$ cat config.mk
export PLATFORM = sky130hd
export DESIGN_NAME = iir_coeff_loader
export DESIGN_NICKNAME = d
export VERILOG_FILES = /design/src/rtl/iir_coeff_loader.sv
export SDC_FILE = /design/constraint.sdc
export NUM_CORES = 1
export LEC_CHECK = 0
export ABC_AREA = 1
export BUFFER_PORTS_ARGS = -buffer_cell sky130_fd_sc_hd__buf_2
export CAP_MARGIN = 20
export CORE_MARGIN = 4
export CORE_UTILIZATION = 42
export CTS_CLUSTER_DIAMETER = 150
export DETAILED_ROUTE_END_ITERATION = 6
export PLACE_DENSITY = 0.75
export SLEW_MARGIN = 15
export SYNTH_ARGS = -nofsm -noshare
export SYNTH_HDL_FRONTEND = slang
export SYNTH_SLANG_ARGS = --single-unit
$ cat constraint.sdc
create_clock -name clk -period 4.15 [get_ports clk]
set_clock_uncertainty 0.2 [all_clocks]
set_input_delay 0.2075 -clock clk [delete_from_list [all_inputs] [get_ports clk]]
set_output_delay 0.2075 -clock clk [all_outputs]
set_load 0.03 [all_outputs]
$ cat src/rtl/iir_coeff_loader.sv
// Streams Q4.11 coefficient words into the IIR coefficient bank using the a0/a1/b1 address layout.
// Optional bank readback verification is enabled by defining IIR_COEFF_READBACK_EN.
`timescale 1ns/1ps
module iir_coeff_loader #(
    parameter int ORDER  = 3,
    parameter int Y_BASE = 15,
    parameter int ADDR_W = 16
) (
    input  logic              clk,
    input  logic              reset,
    input  logic              start,
    input  logic [15:0]       in_data,
    input  logic              in_valid,
    output logic              in_ready,
    output logic [ADDR_W-1:0] wr_addr,
    output logic [15:0]       wr_data,
    output logic              wr_en,
    output logic              rd_en,
    output logic [ADDR_W-1:0] rd_addr,
    input  logic [15:0]       rd_data,
    output logic              busy,
    output logic              done,
    output logic              error
);
    localparam int NWORDS = 3 * ORDER;

    typedef enum logic [2:0] {
        IDLE   = 3'd0,
        LOAD   = 3'd1,
        DRAIN  = 3'd2,
        VERIFY = 3'd3,
        FINISH = 3'd4
    } state_t;

    state_t     state_r;
    logic [2:0] k_r;
    logic [1:0] j_r;
    logic       last_word_s;

    // Bank layout: a0 at 2k, a1 at 2k+1, b1 at Y_BASE+k.
    function automatic logic [ADDR_W-1:0] slot_addr(input logic [2:0] k, input logic [1:0] j);
        logic [ADDR_W-1:0] kk;
        kk = ADDR_W'(k);
        case (j)
            2'd0:    slot_addr = {kk[ADDR_W-2:0], 1'b0};
            2'd1:    slot_addr = {kk[ADDR_W-2:0], 1'b1};
            2'd2:    slot_addr = ADDR_W'(Y_BASE) + kk;
            default: slot_addr = {ADDR_W{1'b0}};
        endcase
    endfunction

    assign last_word_s = (j_r == 2'd2) && (k_r == 3'(ORDER - 1));

`ifdef IIR_COEFF_READBACK_EN
    localparam int IDX_W = $clog2(NWORDS + 1);

    logic [15:0]      shadow_r [NWORDS];
    logic [IDX_W-1:0] widx_r;
    logic [IDX_W-1:0] vidx_r;
    logic [2:0]       rk_r;
    logic [1:0]       rj_r;
    logic             err_r;
    logic             mismatch_s;

    assign error = err_r;
    // Read data in verify cycle v answers the read issued in cycle v-1.
    assign mismatch_s = (vidx_r != {IDX_W{1'b0}}) &&
                        (rd_data != shadow_r[vidx_r - IDX_W'(1'b1)]);
`else
    logic unused_rd_data_s;

    assign unused_rd_data_s = ^rd_data;
    assign rd_en            = 1'b0;
    assign rd_addr          = {ADDR_W{1'b0}};
    assign error            = 1'b0;
`endif

    // Sequencer: handshake, section/slot counters, bank strobes and status flags.
    always_ff @(posedge clk or negedge reset) begin
        if (!reset) begin
            state_r  <= IDLE;
            k_r      <= 3'd0;
            j_r      <= 2'd0;
            in_ready <= 1'b0;
            wr_en    <= 1'b0;
            wr_addr  <= {ADDR_W{1'b0}};
            wr_data  <= 16'h0000;
            busy     <= 1'b0;
            done     <= 1'b0;
`ifdef IIR_COEFF_READBACK_EN
            rd_en    <= 1'b0;
            rd_addr  <= {ADDR_W{1'b0}};
            widx_r   <= {IDX_W{1'b0}};
            vidx_r   <= {IDX_W{1'b0}};
            rk_r     <= 3'd0;
            rj_r     <= 2'd0;
            err_r    <= 1'b0;
            for (int i = 0; i < NWORDS; i++) begin
                shadow_r[i] <= 16'h0000;
            end
`endif
        end else begin
            wr_en <= 1'b0;
            done  <= 1'b0;
            case (state_r)
                IDLE: begin
                    if (start) begin
                        state_r  <= LOAD;
                        k_r      <= 3'd0;
                        j_r      <= 2'd0;
                        in_ready <= 1'b1;
                        busy     <= 1'b1;
`ifdef IIR_COEFF_READBACK_EN
                        widx_r   <= {IDX_W{1'b0}};
                        err_r    <= 1'b0;
`endif
                    end
                end
                LOAD: begin
                    if (in_valid) begin
                        wr_en   <= 1'b1;
                        wr_addr <= slot_addr(k_r, j_r);
                        wr_data <= in_data;
`ifdef IIR_COEFF_READBACK_EN
                        shadow_r[widx_r] <= in_data;
                        widx_r           <= widx_r + IDX_W'(1'b1);
`endif
                        if (last_word_s) begin
                            in_ready <= 1'b0;
                            state_r  <= DRAIN;
                            k_r      <= 3'd0;
                            j_r      <= 2'd0;
                        end else if (j_r == 2'd2) begin
                            j_r <= 2'd0;
                            k_r <= k_r + 3'd1;
                        end else begin
                            j_r <= j_r + 2'd1;
                        end
                    end
                end
                DRAIN: begin
`ifdef IIR_COEFF_READBACK_EN
                    state_r <= VERIFY;
                    rd_en   <= 1'b1;
                    rd_addr <= slot_addr(3'd0, 2'd0);
                    rk_r    <= 3'd0;
                    rj_r    <= 2'd1;
                    vidx_r  <= {IDX_W{1'b0}};
`else
                    state_r <= FINISH;
                    busy    <= 1'b0;
`endif
                end
`ifdef IIR_COEFF_READBACK_EN
                VERIFY: begin
                    if (mismatch_s) begin
                        err_r <= 1'b1;
                    end
                    if ((vidx_r + IDX_W'(1'b1)) < IDX_W'(NWORDS)) begin
                        rd_en   <= 1'b1;
                        rd_addr <= slot_addr(rk_r, rj_r);
                        if (rj_r == 2'd2) begin
                            rj_r <= 2'd0;
                            rk_r <= rk_r + 3'd1;
                        end else begin
                            rj_r <= rj_r + 2'd1;
                        end
                    end else begin
                        rd_en <= 1'b0;
                    end
                    if (vidx_r == IDX_W'(NWORDS)) begin
                        state_r <= FINISH;
                        busy    <= 1'b0;
                    end else begin
                        vidx_r <= vidx_r + IDX_W'(1'b1);
                    end
                end
`endif
                FINISH: begin
`ifdef IIR_COEFF_READBACK_EN
                    done <= ~err_r;
`else
                    done <= 1'b1;
`endif
                    state_r <= IDLE;
                end
                default: begin
                    state_r  <= IDLE;
                    in_ready <= 1'b0;
                    busy     <= 1'b0;
                end
            endcase
        end
    end
endmodule

==> flow_metrics.tcl <==
set metrics [dict create \
    dieArea_sq_um 5200 \
    max_freq_mhz 477 \
    maxUsedRoutingLayer "met4" \
    ys_ff_latch 33 \
    start_util_pct 43.1 \
    die_y_um 72.1 \
    syn2layout_area_growth_pct 22.3 \
    arrival_ns 2.09 \
    crit_start "state_r[2]$_DFFE_PN0P_" \
    vdd_drop_max_v 0.000170 \
    crit_type "reg2reg" \
    synthCells 211 \
    vias 1400 \
    hp-start "in_valid" \
    grt_max_degree 34 \
    hp-class "in2reg" \
    htree_levels 2 \
    slew_headroom_pct 53.4 \
    yosysMostFrequentCell "nand2_1" \
    avgSynthCellArea_sq_um 8.18 \
    worstSkewPairLatency_ns 0.28 \
    finalSetupViolCount 0 \
    rr_startpoint "state_r[2]$_DFFE_PN0P_" \
    initialDrtViolationCount 70 \
    cts_buffers 5 \
    viasPerCell 4.31 \
    overflow 0 \
    cap_viol_max_count 0 \
    place.gp.congestion 0.830 \
    power-per-cell-area_nw_per_um2 724 \
    antenna_found_initial 0 \
    synth_commonest_cells "nand2_1, dfrtp_1, buf_4, inv_1, nand3_1" \
    dp_hpwl_um 2340 \
    ys_seq_area_share_pct 47.9 \
    synth_compound_area_share_pct 4.06 \
    drc_errors 0 \
    critPathLaunchType "register" \
    clockRootBuffer "clkbuf_8" \
    coreArea_sq_um 4000 \
    crit_path_end_kind "register" \
    hold_viol 0 \
    wl_met1_um 1400 \
    synth_edf_count 0 \
    yosys-top-cells-area "dfrtp_1, nand2_1, buf_4, inv_1, ha_1" \
    min_period_over_period_pct 50.5 \
    clk_pin_slew_ns 0.07 \
    setup_tns_ns 0 \
    yosys.area_share.simple_pct 26.3 \
    synthArstFlopShare_pct 100 \
    whs_ns 0.0110 \
    synth_cell_types 20 \
    synth_warnings 0 \
    synth_top_area_cell "dfrtp_1" \
    ant_nets 0 \
    synth_mux_area_share_pct 0 \
    yosysTopAreaCellShare_pct 47.9 \
    synth-xor-area-share_pct 0 \
    worstRegToRegCells 7 \
    cts_tree "built" \
    tightest_slew_ns 0.699 \
    io_buffer_count 44 \
    synth_top_family_by_area "simple AND/OR/NAND/NOR gates" \
    met3_length_um 211 \
    diodes 0 \
    fin_crit_ns 2.10 \
    rsz0062_at_grt "false" \
    grt_pass1_wl_um 5710 \
    fp-row-count 23 \
    wl_per_cell_um 10.9 \
    leakagePower_nw 1.25 \
    clock_path_buffers 2 \
    ioPinCount 90 \
    syn_area_sq_um 1730 \
    clkSinkCount 33 \
    die_w_um 72.1 \
    grt.total_usage_pct 14.2 \
    cts-resized-gates 0 \
    layout.nets 314 \
    grt_pass1_vias 1339 \
    wl_met2_um 1880 \
    status "complete, no violations" \
    whs_path_depth 3 \
    drive_gt1_share_pct 21.1 \
    crit_fanout 22 \
    wirelength_um 3530 \
    drv_slew 0 \
    nFillCells 384 \
    crit_required_ns 4.15 \
    synth_flop_cell "dfrtp_1" \
    synthAdderAreaFrac_pct 2.90 \
    dr.pass1.iters 4 \
]
-- worst paths after layout --
check | to | slack (ns)
hold / removal | wr_addr[4]$_DFFE_PN0P_ | 0.01
setup / recovery | j_r[0]$_DFFE_PN0P_ | 2.05
max in group asynchronous | wr_data[5]$_DFFE_PN0P_ | 2.98
min in group asynchronous | wr_data[10]$_DFFE_PN0P_ | 0.32
hold reg to reg | wr_data[0]$_DFFE_PN0P_ | 0.27
setup reg to reg | j_r[0]$_DFFE_PN0P_ | 2.05
-- metrics by stage --
| stage | setup slack [ns] | cell area, sq um | power (mW) | utilization (%) | cells |
|---|---|---|---|---|---|
| floorplan | 2.68 | 1830 | 1.13 | - | 239 |
| global route | 1.86 | 2110 | 1.65 | 52.8 | 325 |
| global placement | 2.13 | 1860 | 1.27 | 46.4 | 300 |
| detailed placement | 2.07 | 1860 | 1.29 | 46.4 | 300 |
| CTS | 2.05 | 2110 | 1.54 | 52.8 | 325 |
| finish | 2.05 | 2110 | 1.53 | 52.8 | 325 |
-- critical path, stage by stage, from the launching register on --
cell and delay (ns):
dfrtp_1 0.40, nor2_2 0.19, nand2_4 0.13, nor2_4 0.42, inv_2 0.30, nand2_1 0.20
nand2_1 0.07, o21ai_0 0.08
-- timing repair --
action	in CTS	in global routing
setup buffers	0	0
hold buffers	17	0
hold endpoints to repair	49	0
-- cells in the final DEF (no fill, tap or decap) --
cell type | synthesis | final
nor2_4 | 1 | 1
nor2_2 | 1 | 1
nor2_1 | 8 | 8
buf_2 | 0 | 44
clkbuf_1 | 0 | 1
inv_1 | 16 | 16
o21ai_0 | 5 | 5
clkinv_2 | 0 | 2
nand3_2 | 1 | 1
dfrtp_1 | 33 | 33
a31oi_1 | 1 | 1
ha_1 | 4 | 4
o21ai_4 | 1 | 1
conb_1 | 1 | 29
o21ai_1 | 2 | 2
nand3_1 | 9 | 9
dlygate4sd3_1 | 0 | 17
nor3_1 | 1 | 1
o22ai_1 | 2 | 2
clkbuf_8 | 0 | 5
nand2_1 | 89 | 89
nand2_4 | 1 | 1
inv_2 | 2 | 2
-- flip-flops by register name, summed over array words and instances (netlist names) --
signal / flops
j_r: 2
busy: 1
state_r: 3
in_ready: 1
done: 1
k_r: 3
wr_en: 1
wr_data: 16
wr_addr: 5
-- routing by layer --
metal	global-route usage [%]	vias to the layer above
met5	0	-
met4	5.22	0
met3	4.99	6
met2	26.5	45
met1	14.3	634
li1	-	715
-- report_power, final --
part	total (mW)	leakage (nW)	internal [mW]	switching (mW)
combinational	0.766	0.781	0.215	0.551
sequential	0.534	0.424	0.452	0.0817
clock	0.228	0.0450	0.116	0.112
-- logic make-up (layout without fill, tap and decap cells) --
family,count (synthesis),after routing
AOI/OAI and AO/OA,11,11
adders and majority gates,4,4
buffers and inverters,51,87
DFF,33,33
other,1,29
and+or+nand+nor,111,111
-- final cells by class --
cell class | count | area [sq um] | share of cell area (%)
clock inverters | 2 | 10.0 | 0.474
inverters | 18 | 67.6 | 3.20
well taps | 50 | 62.6 | 2.96
clock buffers | 6 | 72.6 | 3.44
multi-input cells | 155 | 682 | 32.3
repair buffers | 61 | 390 | 18.5
flip-flops and latches | 33 | 826 | 39.1
No activity file was read; power rests on OpenSTA's default activity.
